===== src/rtl/strength_if.sv =====
// Pixel-stream, accumulator-control and result signals of the strength sequencer.
// The master modport is the sequencer side; slave is the pixel source / accumulator side.
interface strength_if #(
    parameter int SW = 22
);
    logic          start;
    logic          pixel_valid;
    logic [7:0]    pixel_data;
    logic          pixel_ready;
    logic [7:0]    strength_input;
    logic          Radd_en;
    logic          Gadd_en;
    logic          Badd_en;
    logic          acc_clr;
    logic [SW-1:0] Rstrength;
    logic [SW-1:0] Gstrength;
    logic [SW-1:0] Bstrength;
    logic          busy;
    logic          done;
    logic [1:0]    color_class;
    logic [14:0]   pixel_count;

    modport master (
        input  start, pixel_valid, pixel_data,
        input  Rstrength, Gstrength, Bstrength,
        output pixel_ready, strength_input,
        output Radd_en, Gadd_en, Badd_en, acc_clr,
        output busy, done, color_class, pixel_count
    );

    modport slave (
        output start, pixel_valid, pixel_data,
        output Rstrength, Gstrength, Bstrength,
        input  pixel_ready, strength_input,
        input  Radd_en, Gadd_en, Badd_en, acc_clr,
        input  busy, done, color_class, pixel_count
    );
endinterface


===== src/rtl/strength_sequencer.sv =====
// Frame controller: routes interleaved R,G,B bytes to the channel accumulator,
// counts pixels to the frame boundary, then classifies the dominant colour.
module strength_sequencer #(
    parameter int PIXELS = 16384,
    parameter int SW     = 22
) (
    input  logic      clk,
    input  logic      reset,
    strength_if.master bus
);

    typedef enum logic [2:0] {
        S_IDLE,
        S_CLEAR,
        S_ACCUM,
        S_DRAIN,
        S_COMPARE,
        S_DONE
    } state_t;

    localparam logic [14:0] LAST_PIX = 15'(PIXELS - 1);

    state_t        r_state;
    state_t        w_next;
    logic [1:0]    r_phase;
    logic [14:0]   r_pixel_count;
    logic [7:0]    r_strength_input;
    logic [2:0]    r_add_en;
    logic [1:0]    r_color_class;

    logic          w_ready;
    logic          w_accept;
    logic          w_last_byte;
    logic          w_acc_clr;
    logic          w_busy;
    logic          w_done;
    logic [1:0]    w_class;
    logic [SW-1:0] w_r;
    logic [SW-1:0] w_g;
    logic [SW-1:0] w_b;

    assign w_ready     = (r_state == S_ACCUM);
    assign w_accept    = bus.pixel_valid && w_ready;
    assign w_last_byte = (r_phase == 2'd2) && (r_pixel_count == LAST_PIX);

    // NOTE: state and datapath registers use non-blocking assignments so every
    // flop samples pre-edge values, independent of statement order.
    always_ff @(posedge clk or negedge reset) begin
        if (!reset) begin
            r_state <= S_IDLE;
        end else begin
            r_state <= w_next;
        end
    end

    // NOTE: every signal driven here gets a default first, so no path can
    // leave one unassigned and infer a latch.
    always_comb begin
        w_next    = r_state;
        w_acc_clr = 1'b0;
        w_busy    = 1'b1;
        w_done    = 1'b0;
        case (r_state)
            S_IDLE: begin
                w_busy = 1'b0;
                if (bus.start) begin
                    w_next = S_CLEAR;
                end
            end
            S_CLEAR: begin
                w_acc_clr = 1'b1;
                w_next    = S_ACCUM;
            end
            S_ACCUM: begin
                if (w_accept && w_last_byte) begin
                    w_next = S_DRAIN;
                end
            end
            S_DRAIN:   w_next = S_COMPARE;
            S_COMPARE: w_next = S_DONE;
            S_DONE: begin
                w_done = 1'b1;
                w_next = S_IDLE;
            end
            default:   w_next = S_IDLE;
        endcase
    end

    // Ties resolve toward the earlier channel: R over G over B.
    assign w_r = bus.Rstrength;
    assign w_g = bus.Gstrength;
    assign w_b = bus.Bstrength;

    always_comb begin
        w_class = 2'b00;
        if ((w_r == '0) && (w_g == '0) && (w_b == '0)) begin
            w_class = 2'b00;
        end else if ((w_r >= w_g) && (w_r >= w_b)) begin
            w_class = 2'b01;
        end else if (w_g >= w_b) begin
            w_class = 2'b10;
        end else begin
            w_class = 2'b11;
        end
    end

    // Enables are single-cycle: cleared every edge unless a byte is accepted.
    always_ff @(posedge clk or negedge reset) begin
        if (!reset) begin
            r_phase          <= 2'd0;
            r_pixel_count    <= 15'd0;
            r_strength_input <= 8'd0;
            r_add_en         <= 3'b000;
            r_color_class    <= 2'b00;
        end else begin
            r_add_en <= 3'b000;
            if (r_state == S_CLEAR) begin
                r_phase       <= 2'd0;
                r_pixel_count <= 15'd0;
            end
            if (w_accept) begin
                r_strength_input <= bus.pixel_data;
                case (r_phase)
                    2'd0:    r_add_en <= 3'b100;
                    2'd1:    r_add_en <= 3'b010;
                    default: r_add_en <= 3'b001;
                endcase
                if (r_phase == 2'd2) begin
                    r_phase       <= 2'd0;
                    r_pixel_count <= r_pixel_count + 15'd1;
                end else begin
                    r_phase <= r_phase + 2'd1;
                end
            end
            if (r_state == S_COMPARE) begin
                r_color_class <= w_class;
            end
        end
    end

    assign bus.pixel_ready    = w_ready;
    assign bus.strength_input = r_strength_input;
    assign bus.Radd_en        = r_add_en[2];
    assign bus.Gadd_en        = r_add_en[1];
    assign bus.Badd_en        = r_add_en[0];
    assign bus.acc_clr        = w_acc_clr;
    assign bus.busy           = w_busy;
    assign bus.done           = w_done;
    assign bus.color_class    = r_color_class;
    assign bus.pixel_count    = r_pixel_count;

endmodule


===== src/flat_wrapper.sv =====
// flat-port wrapper written by rule: the top's interface ports become plain ports
module strength_sequencer_flat 
#(
    parameter int PIXELS = 16384,
    parameter int SW     = 22
)
  (clk, reset, bus_start, bus_pixel_valid, bus_pixel_data, bus_Rstrength, bus_Gstrength, bus_Bstrength, bus_pixel_ready, bus_strength_input, bus_Radd_en, bus_Gadd_en, bus_Badd_en, bus_acc_clr, bus_busy, bus_done, bus_color_class, bus_pixel_count);
  strength_if #(.SW(SW)) bus_i ();
  input  logic clk;
  input  logic reset;
  input wire logic [$bits(bus_i.start)-1:0] bus_start;
  input wire logic [$bits(bus_i.pixel_valid)-1:0] bus_pixel_valid;
  input wire logic [$bits(bus_i.pixel_data)-1:0] bus_pixel_data;
  input wire logic [$bits(bus_i.Rstrength)-1:0] bus_Rstrength;
  input wire logic [$bits(bus_i.Gstrength)-1:0] bus_Gstrength;
  input wire logic [$bits(bus_i.Bstrength)-1:0] bus_Bstrength;
  output wire logic [$bits(bus_i.pixel_ready)-1:0] bus_pixel_ready;
  output wire logic [$bits(bus_i.strength_input)-1:0] bus_strength_input;
  output wire logic [$bits(bus_i.Radd_en)-1:0] bus_Radd_en;
  output wire logic [$bits(bus_i.Gadd_en)-1:0] bus_Gadd_en;
  output wire logic [$bits(bus_i.Badd_en)-1:0] bus_Badd_en;
  output wire logic [$bits(bus_i.acc_clr)-1:0] bus_acc_clr;
  output wire logic [$bits(bus_i.busy)-1:0] bus_busy;
  output wire logic [$bits(bus_i.done)-1:0] bus_done;
  output wire logic [$bits(bus_i.color_class)-1:0] bus_color_class;
  output wire logic [$bits(bus_i.pixel_count)-1:0] bus_pixel_count;
  assign bus_i.start = bus_start;
  assign bus_i.pixel_valid = bus_pixel_valid;
  assign bus_i.pixel_data = bus_pixel_data;
  assign bus_i.Rstrength = bus_Rstrength;
  assign bus_i.Gstrength = bus_Gstrength;
  assign bus_i.Bstrength = bus_Bstrength;
  assign bus_pixel_ready = bus_i.pixel_ready;
  assign bus_strength_input = bus_i.strength_input;
  assign bus_Radd_en = bus_i.Radd_en;
  assign bus_Gadd_en = bus_i.Gadd_en;
  assign bus_Badd_en = bus_i.Badd_en;
  assign bus_acc_clr = bus_i.acc_clr;
  assign bus_busy = bus_i.busy;
  assign bus_done = bus_i.done;
  assign bus_color_class = bus_i.color_class;
  assign bus_pixel_count = bus_i.pixel_count;
  strength_sequencer #(.PIXELS(PIXELS), .SW(SW)) u_core (.clk(clk), .reset(reset), .bus(bus_i));
endmodule

===== config.mk =====
export PLATFORM = sky130hd
export DESIGN_NAME = strength_sequencer_flat
export DESIGN_NICKNAME = d
export VERILOG_FILES = /design/src/rtl/strength_if.sv /design/src/rtl/strength_sequencer.sv /design/src/flat_wrapper.sv
export SDC_FILE = /design/constraint.sdc
export NUM_CORES = 1
export LEC_CHECK = 0
export CELL_PAD_IN_SITES_DETAIL_PLACEMENT = 1
export CELL_PAD_IN_SITES_GLOBAL_PLACEMENT = 2
export CORE_AREA = 4 4 107 119
export CTS_CLUSTER_DIAMETER = 30
export DETAILED_ROUTE_END_ITERATION = 6
export DIE_AREA = 0 0 111 123
export PLACE_DENSITY_LB_ADDON = 0.1
export SLEW_MARGIN = 15
export SYNTH_ARGS = -nofsm -noshare
export SYNTH_HDL_FRONTEND = slang
export SYNTH_SLANG_ARGS = --single-unit

===== constraint.sdc =====
create_clock -name clk -period 4.6 [get_ports clk]
set_input_delay 0.69 -clock clk [delete_from_list [all_inputs] [get_ports clk]]
set_output_delay 0.69 -clock clk [all_outputs]
set_load 0.05 [all_outputs]

# Word-level counts from Yosys, hierarchy flattened
# Cells that the tools add are included.
# word_totals
ff_bits	33
input_bits	78
out_inout_bits	32
wordCells	51
# classes
addsub	2
order_cmp	3
eq_ne	10
muxes	17
n_reduce_logical	13
# op_table
op	count
>= comparator 22 bit	3
logical NOT 22 bit	3
2-to-1 mux 15 bit	3
adder 15 x 1 -> 15 bit, second input constant	1
== test 15 x 14 -> 1 bit, second input constant	1
one-hot mux 3 bit (5 select lines)	1
2-to-1 mux 2 bit	5
2-to-1 mux 3 bit	3
== test 3 x 2 -> 1 bit, second input constant	2
== test 3 bit, second input constant	2
logical AND 1 bit	6
one-hot mux 3 bit (2 select lines)	1
2-to-1 mux 1 bit	4
inequality test 2 bit, second input constant	2
== test 3 x 1 -> 1 bit, second input constant	1
logical NOT 3 bit	1
adder 2 x 1 -> 2 bit, second input constant	1
== test 2 x 1 -> 1 bit, second input constant	1
== test 2 bit, second input constant	1
logical NOT 2 bit	1
AND reduction 2 bit	1
nonzero test 2 bit	1

# Longest topological paths before layout
# Gate-level depths: netlist (run 1).
# logic_depth
word_depth	5
depth_mapped	8
ltp_nobuf	8

# Least setup slack after synthesis (run 1)
# No wires, ideal clock.
# synth_path
path_kind	register to register
startpoint	register u_core.r_state[0]
endpoint	register u_core.r_pixel_count[14], in the netlist u_core.bus.pixel_count[14]
setup_ps	83
arrival_time_ps	2637
required_time_ps	4517
path_slack_ps	1881
stages_incl_launch_ff	6
synth_period_minus_slack_ps	2719
path_cell_list	dfrtp_1 -> buf_2 -> nor3b_1 -> nand2_1 -> or3_1 -> o21ai_0
# synth_lines
element	line	text
from (decl)	strength_sequencer.sv:23	state_t r_state;
from (signal assigned)	strength_sequencer.sv:52	r_state <= w_next;
== test 3 x 2 -> 1 bit	strength_sequencer.sv:42	assign w_ready = (r_state == S_ACCUM);
net bus_pixel_ready	flat_wrapper.sv:17	output wire logic [$bits(bus_i.pixel_ready)-1:0] bus_pixel_ready;
logical AND 1 bit	strength_sequencer.sv:43	assign w_accept = bus.pixel_valid && w_ready;
2-to-1 mux 15 bit	strength_sequencer.sv:121	if (w_accept) begin
to (signal assigned)	strength_sequencer.sv:130	r_pixel_count <= r_pixel_count + 15'd1;
to (decl)	strength_sequencer.sv:26	logic [14:0] r_pixel_count;
# The timed path passes the listed nets, and every way through them passes these cells.
# A chain may end at the register's enable or synchronous reset.

# Worst setup path in the final report (run 1)
# layout_path
startpoint	input bus_Gstrength[17]
endpoint	register u_core.r_color_class[1], in the netlist u_core.bus.color_class[1]
# layout_via
elab_chain_len	4
# layout_lines
element	line	text
from (decl)	flat_wrapper.sv:15	input wire logic [$bits(bus_i.Gstrength)-1:0] bus_Gstrength;
>= comparator 22 bit / logical NOT 22 bit (equally long branches)	strength_sequencer.sv:98, strength_sequencer.sv:96	
logical AND 1 bit, on equally long branches	strength_sequencer.sv:98, strength_sequencer.sv:96	
2-to-1 mux 2 bit / logical AND 1 bit (equally long branches)	strength_sequencer.sv:98, strength_sequencer.sv:96	
2-to-1 mux 2 bit (*)	strength_sequencer.sv:96	if ((w_r == '0) && (w_g == '0) && (w_b == '0)) begin
to (signal assigned)	strength_sequencer.sv:136	r_color_class <= w_class;
to (decl)	strength_sequencer.sv:29	logic [1:0] r_color_class;
# Mark *: on every way between the ends. The rest lies on a longest branch, timed or not.

==> metrics, run 1 <==
HP Class=reg2reg; ys flop type=dfrtp_1; Core ar.=~11000 um^2; cell taking the most area after synthesis=ha_1; final non-filler cell total=650; Total GRT Usage=16.6%; Period Utilization, post-route=around 70%; Final setup viols=0; Worst path max stage delay=roughly 0.68 ns; Fillers=~1400; routability cong.=around 0.87; Post-CTS Resized=0; Place WS=1.01 ns; fin worst setup slack=~1.4 ns; number of global-route vias before repair=roughly 3400; kind of critical path=in2reg; Top delay family on crit path=simple AND/OR/NAND/NOR gates; crit start category=primary input; CP most frequent cell=nand3_1; Post-route DRC=0; DPL Wire Length=slightly below 10 mm; global route overflow=0; maximum vdd drop=0.000239 V; Worst setup EP type=register; Vias/cell=between 5 and 6; TNS Setup=0 ns; Worst EP arrival=about 3.4 ns; Syn Nets=531; later-pin clock latency in the skew report=0.28 ns; layout net count=approximately 640; DR pass1 iterations=4; share of the synthesized area in the top cell type=roughly a quarter; Final min period=3.25 ns; total CTS buffers=5; largest net degree at the start of global routing=34; WL/cell=~17 um; drt first-iter violations=115; initial core utilization=between 20 and 30%; worst-path cell chain=clkdlybuf4s50_1 > inv_1 > ha_1 > nand4_1 > nor4_1 > o311ai_0 > nand3_1 > nand3_1 > a22o_1; Worst-Margin Slew=roughly 0.76 ns; Area Growth Syn to Fin=44.1%; pwr dens=about 320 nW/um^2; overall die height=between 100 and 150 um; Yosys cell types=46; Hold Vio Cnt, Final=0; clock skew=0.00352 ns; Avg Cell Area, Syn=8.27 um^2; Clock transition at path regs=0.05 ns; Max-Slew Margin vs Limit=approximately half; vias post-DR=~3300; most frequent cell after synthesis=ha_1; die area=13700 um^2; MaxCap Viol Count=0; Commonest cells post-synth=ha_1, nand2_1, inv_1, dfrtp_1, a21oi_1; layout cells sized above 1=under 10%; Final Max Slew Viols=0; status=finished clean; CTS Sinks=33; die width=approximately 110 um; initial antenna violation count=0; Placed Cells=642; first-pass GRT wire length=~18 mm; RSZ-0062 raised after global routing=false; total number of yosys warnings=0; Mapped Area=3190 um^2; Leakage=~2.2 nW; CP Max Fanout=3; row count=41; clock buffer depth=2; Cells after Synth=386; Root Buffer=clkbuf_16; Diodes inserted=0; Post-synth EDFFs=0; final wirelength=11.3 mm; fmax=0.308 GHz; cts hold-fix bufs=0; synth top area cells=ha_1, dfrtp_1, nand2_1, inv_1, a21oi_1; CTS tree=built; asr flop ratio synth=100%; Seq/Total Area, Yosys=roughly a quarter; # IOs=110; Worst Path Required=about 4.8 ns; CTS H-tree depth=2; ANT nets after route=0; port bufs=about 110; number of synthesized register bits=33; slowest CP cell=nor4_1; postcts setup bufs=0; WP buf/inv=2
## worst register-to-register path: stages, from the launching register on
cell and delay (ns):
dfrtp_1 0.47, and4bb_2 0.55, and2_1 0.28, nand4_2 0.28
or3_1 0.42, a21oi_1 0.16
## layout by cell type, fill, tap and decap left out, types with 3 or more instances in the layout
cell,count
nand3_1,14
nand2b_1,4
o31ai_1,4
clkdlybuf4s50_1,109
a21oi_1,31
nor2b_1,3
nand4_1,14
nand2_1,54
nor2_1,13
or3_1,5
dfrtp_1,33
nor4_1,20
ha_1,67
a21o_1,8
clkbuf_16,5
o21ai_0,19
inv_1,51
a211oi_1,4
## area by class of cell
cell class              count  area (um^2)  area share [%]
clock buffers               6          129            2.80
flip-flops and latches     33          826            18.0
well taps                 150          188            4.08
multi-input cells         297         2150            46.8
repair buffers            110         1100            23.9
inverters                  52          195            4.24
clock inverters             2         10.0           0.218
## logic make-up after synthesis
group                      Yosys count  share of synthesized area [%]
xor gates and xnor gates             4                           1.10
AOI/OAI and AO/OA                   77                           14.6
adders and majority gates           67                           26.3
buffers and inverters               56                           6.70
DFF                                 33                           25.9
and+or+nand+nor                    147                           24.9
muxes                                2                          0.627
## layer usage
metal	share of wire (%)	up-vias	track usage (%)
li1	-	1618	-
met1	42	1601	19.4
met2	53	74	31.9
met3	3.4	11	2.20
met4	1.5	0	4.39
met5	0	-	0
## flip-flops by register name (all words and copies together) (netlist names)
signal and count:
u_core.bus.strength_input 8, u_core.bus.color_class 2, u_core.r_state 3, u_core.r_phase 2, u_core.bus.pixel_count 15, u_core.r_add_en 3
## power by group
group          internal, mW  leakage [nW]  switching [mW]
Combinational         0.283          1.69           0.462
Clock                 0.198        0.0706           0.120
Sequential            0.357         0.439          0.0626
Total                 0.838          2.20           0.645
## worst paths after layout
path | slack, ns | end | from | depth (start not counted)
setup / recovery | 1.35 | u_core.bus.color_class[1] | bus_Gstrength[17] | 9
hold / removal | 0.47 | u_core.bus.strength_input[0] | u_core.bus.strength_input[0] | 2
setup reg to reg | 2.36 | u_core.bus.pixel_count[9] | u_core.r_state[2] | 5
hold reg to reg | 0.47 | u_core.bus.strength_input[0] | u_core.bus.strength_input[0] | 2
max in group asynchronous | 3.46 | u_core.bus.strength_input[1] | reset | 2
min in group asynchronous | 0.83 | u_core.bus.pixel_count[7] | reset | 2
## per-stage QoR
stage	util, %	cell area (um^2)	power, mW	hold slack (ns)
final	40.2	4600	1.48	0.469
after global routing	40.2	4600	1.58	0.498
after CTS	40.2	4600	1.51	0.476
after detailed placement	39.0	4460	1.18	0.462
after global placement	39.0	4460	1.16	0.460
after floorplan	-	3190	0.872	0.394
No activity file was read; power rests on OpenSTA's default activity.
==> inputs of run 2 (changes only) <==
Settings changed: CORE_AREA 4 4 107 119 to 4 4 111 124, DIE_AREA 0 0 111 123 to 0 0 115 128.
Clock period 4.6 ns to 3.1 ns, I/O delays scaled along.
==> run 2 against run 1 <==
Worst setup slack worse by 0.88 ns. Sequential power up 48%. Worst hold slack better by 0.0072 ns. Sequential share of layout area down 0.36 points. Count of clock-buffer cells in the layout up 1. Non-clock buffer count up 7. Total power up 57%.
==> metrics, run 2 (synthesized netlist as in run 1, its figures left out) <==
met3 wire length=approximately 480 um; DR pass1 iterations=4; clock buffer depth=2; crit start category=primary input; Period Utilization, post-route=roughly 85%; postcts setup bufs=0; Clock transition at path regs=roughly 0.050 ns; fmax=around 0.38 GHz; Hold Path Stages=2; first-pass GRT wire length=approximately 19 mm; Final min period=between 2 and 3 ns; Final setup viols=0; max FFs per register=15; Diodes inserted=0; Worst Hold End=u_core.bus.strength_input[3]; Pwr Total=2.32 mW; Vias/cell=4.95; pwr dens=~490 nW/um^2; Worst Path Required=about 3.3 ns; drt first-iter violations=56; CTS Sinks=33; Core ar.=12500 um^2; MaxCap Viol Count=0; cts hold-fix bufs=0; HP Class=reg2reg; largest net degree at the start of global routing=34; final wirelength=11.8 mm; port bufs=~110; Crit. Startpoint=bus_Gstrength[15]; Area Growth Syn to Fin=47.0%; most frequent cells in the layout=clkdlybuf4s50_1, ha_1, nand2_1; Worst-Margin Slew=slightly above 0.5 ns; later-pin clock latency in the skew report=0.28 ns; die width=roughly 120 um; kind of critical path=in2reg; initial core utilization=between 20% and 30%; routability cong.=between 0.8 and 0.9; global route overflow=0; CTS tree=built; TNS Setup=0 ns; top layer reached by signal wires=met4; layout net count=roughly 650; R2R Setup Slk=about 1.1 ns; Total GRT Usage=roughly 16%; most common cell after layout, fill and taps aside=clkdlybuf4s50_1; total CTS buffers=5; Post-CTS Resized=0; DPL Wire Length=between 10 and 15 mm; Hold Vio Cnt, Final=0; die area=around 15000 um^2; Worst setup EP type=register; Final Util=between 30 and 40%; routed wire length on met2=around 6.5 mm; RR Startpoint=u_core.r_state[0]; maximum vdd drop=0.000314 V; Post-route DRC=0; CP Max Fanout=3; Leakage=around 2.3 nW; clock skew=approximately 0.0042 ns; reg2reg path depth=5; CTS H-tree depth=2; # IOs=110; ANT nets after route=0; overall die height=about 130 um; Root Buffer=clkbuf_16; Worst EP arrival=~2.8 ns; status=finished clean; Max-Slew Margin vs Limit=65.4%; reg2reg end=u_core.bus.pixel_count[9]; layout cells sized above 1=4.54%; row count=43; Hold Startpoint=u_core.bus.strength_input[3]; RSZ-0062 raised after global routing=false; Placed Cells=656; number of global-route vias before repair=3638; Fillers=1508; M1 WL=~4.5 mm; vias post-DR=approximately 3300; final non-filler cell total=approximately 660; initial antenna violation count=0; Final Max Slew Viols=0; WL/cell=approximately 18 um
run 2: critical path, cell delays in order:
cell             delay, ns
clkdlybuf4s50_1       0.62
inv_1                 0.08
ha_1                  0.31
a21oi_1               0.15
o21ai_0               0.14
a222oi_1              0.37
nand3_1               0.17
and4_1                0.23
a221o_1               0.25
run 2: where the power goes:
group	internal (mW)	leakage [nW]	total [mW]	switching, mW
combinational	0.431	1.73	1.12	0.686
sequential	0.530	0.439	0.623	0.0931
clock	0.401	0.0841	0.582	0.181
total	1.36	2.25	2.32	0.960
run 2: layer usage:
| layer | track usage, % | vias up |
|---|---|---|
| met5 | 0 | - |
| met3 | 2.27 | 17 |
| met4 | 5.11 | 0 |
| met1 | 17.6 | 1550 |
| li1 | - | 1634 |
| met2 | 31.7 | 86 |
run 2: area by class of cell:
type	instances	area [um^2]	share of cell area [%]
clock buffers	7	143	3.04
repair buffers	117	1150	24.5
inverters	52	195	4.16
well taps	157	196	4.19
flip-flops and latches	33	826	17.6
clock inverters	1	30.0	0.640
multi-input cells	297	2150	45.9
run 2: worst max-delay path by stage:
stage                            endpoint  slack, ns  cells after the start
2_1_floorplan  u_core.bus.pixel_count[14]       0.38                      5
3_5_place_dp    u_core.bus.color_class[0]       0.17                      9
6_report        u_core.bus.color_class[0]       0.47                      9
3_3_place_gp    u_core.bus.color_class[0]       0.19                      9
4_1_cts         u_core.bus.color_class[0]       0.47                      9
5_1_grt         u_core.bus.color_class[0]       0.34                      9
run 2: per-stage QoR:
step / worst slack [ns] / hold WS [ns] / area, um^2
finish: 0.470 / 0.477 / 4690
global route: 0.337 / 0.512 / 4690
CTS: 0.471 / 0.485 / 4690
detailed placement: 0.174 / 0.471 / 4520
global placement: 0.192 / 0.458 / 4520
floorplan: 0.381 / 0.169 / 3190
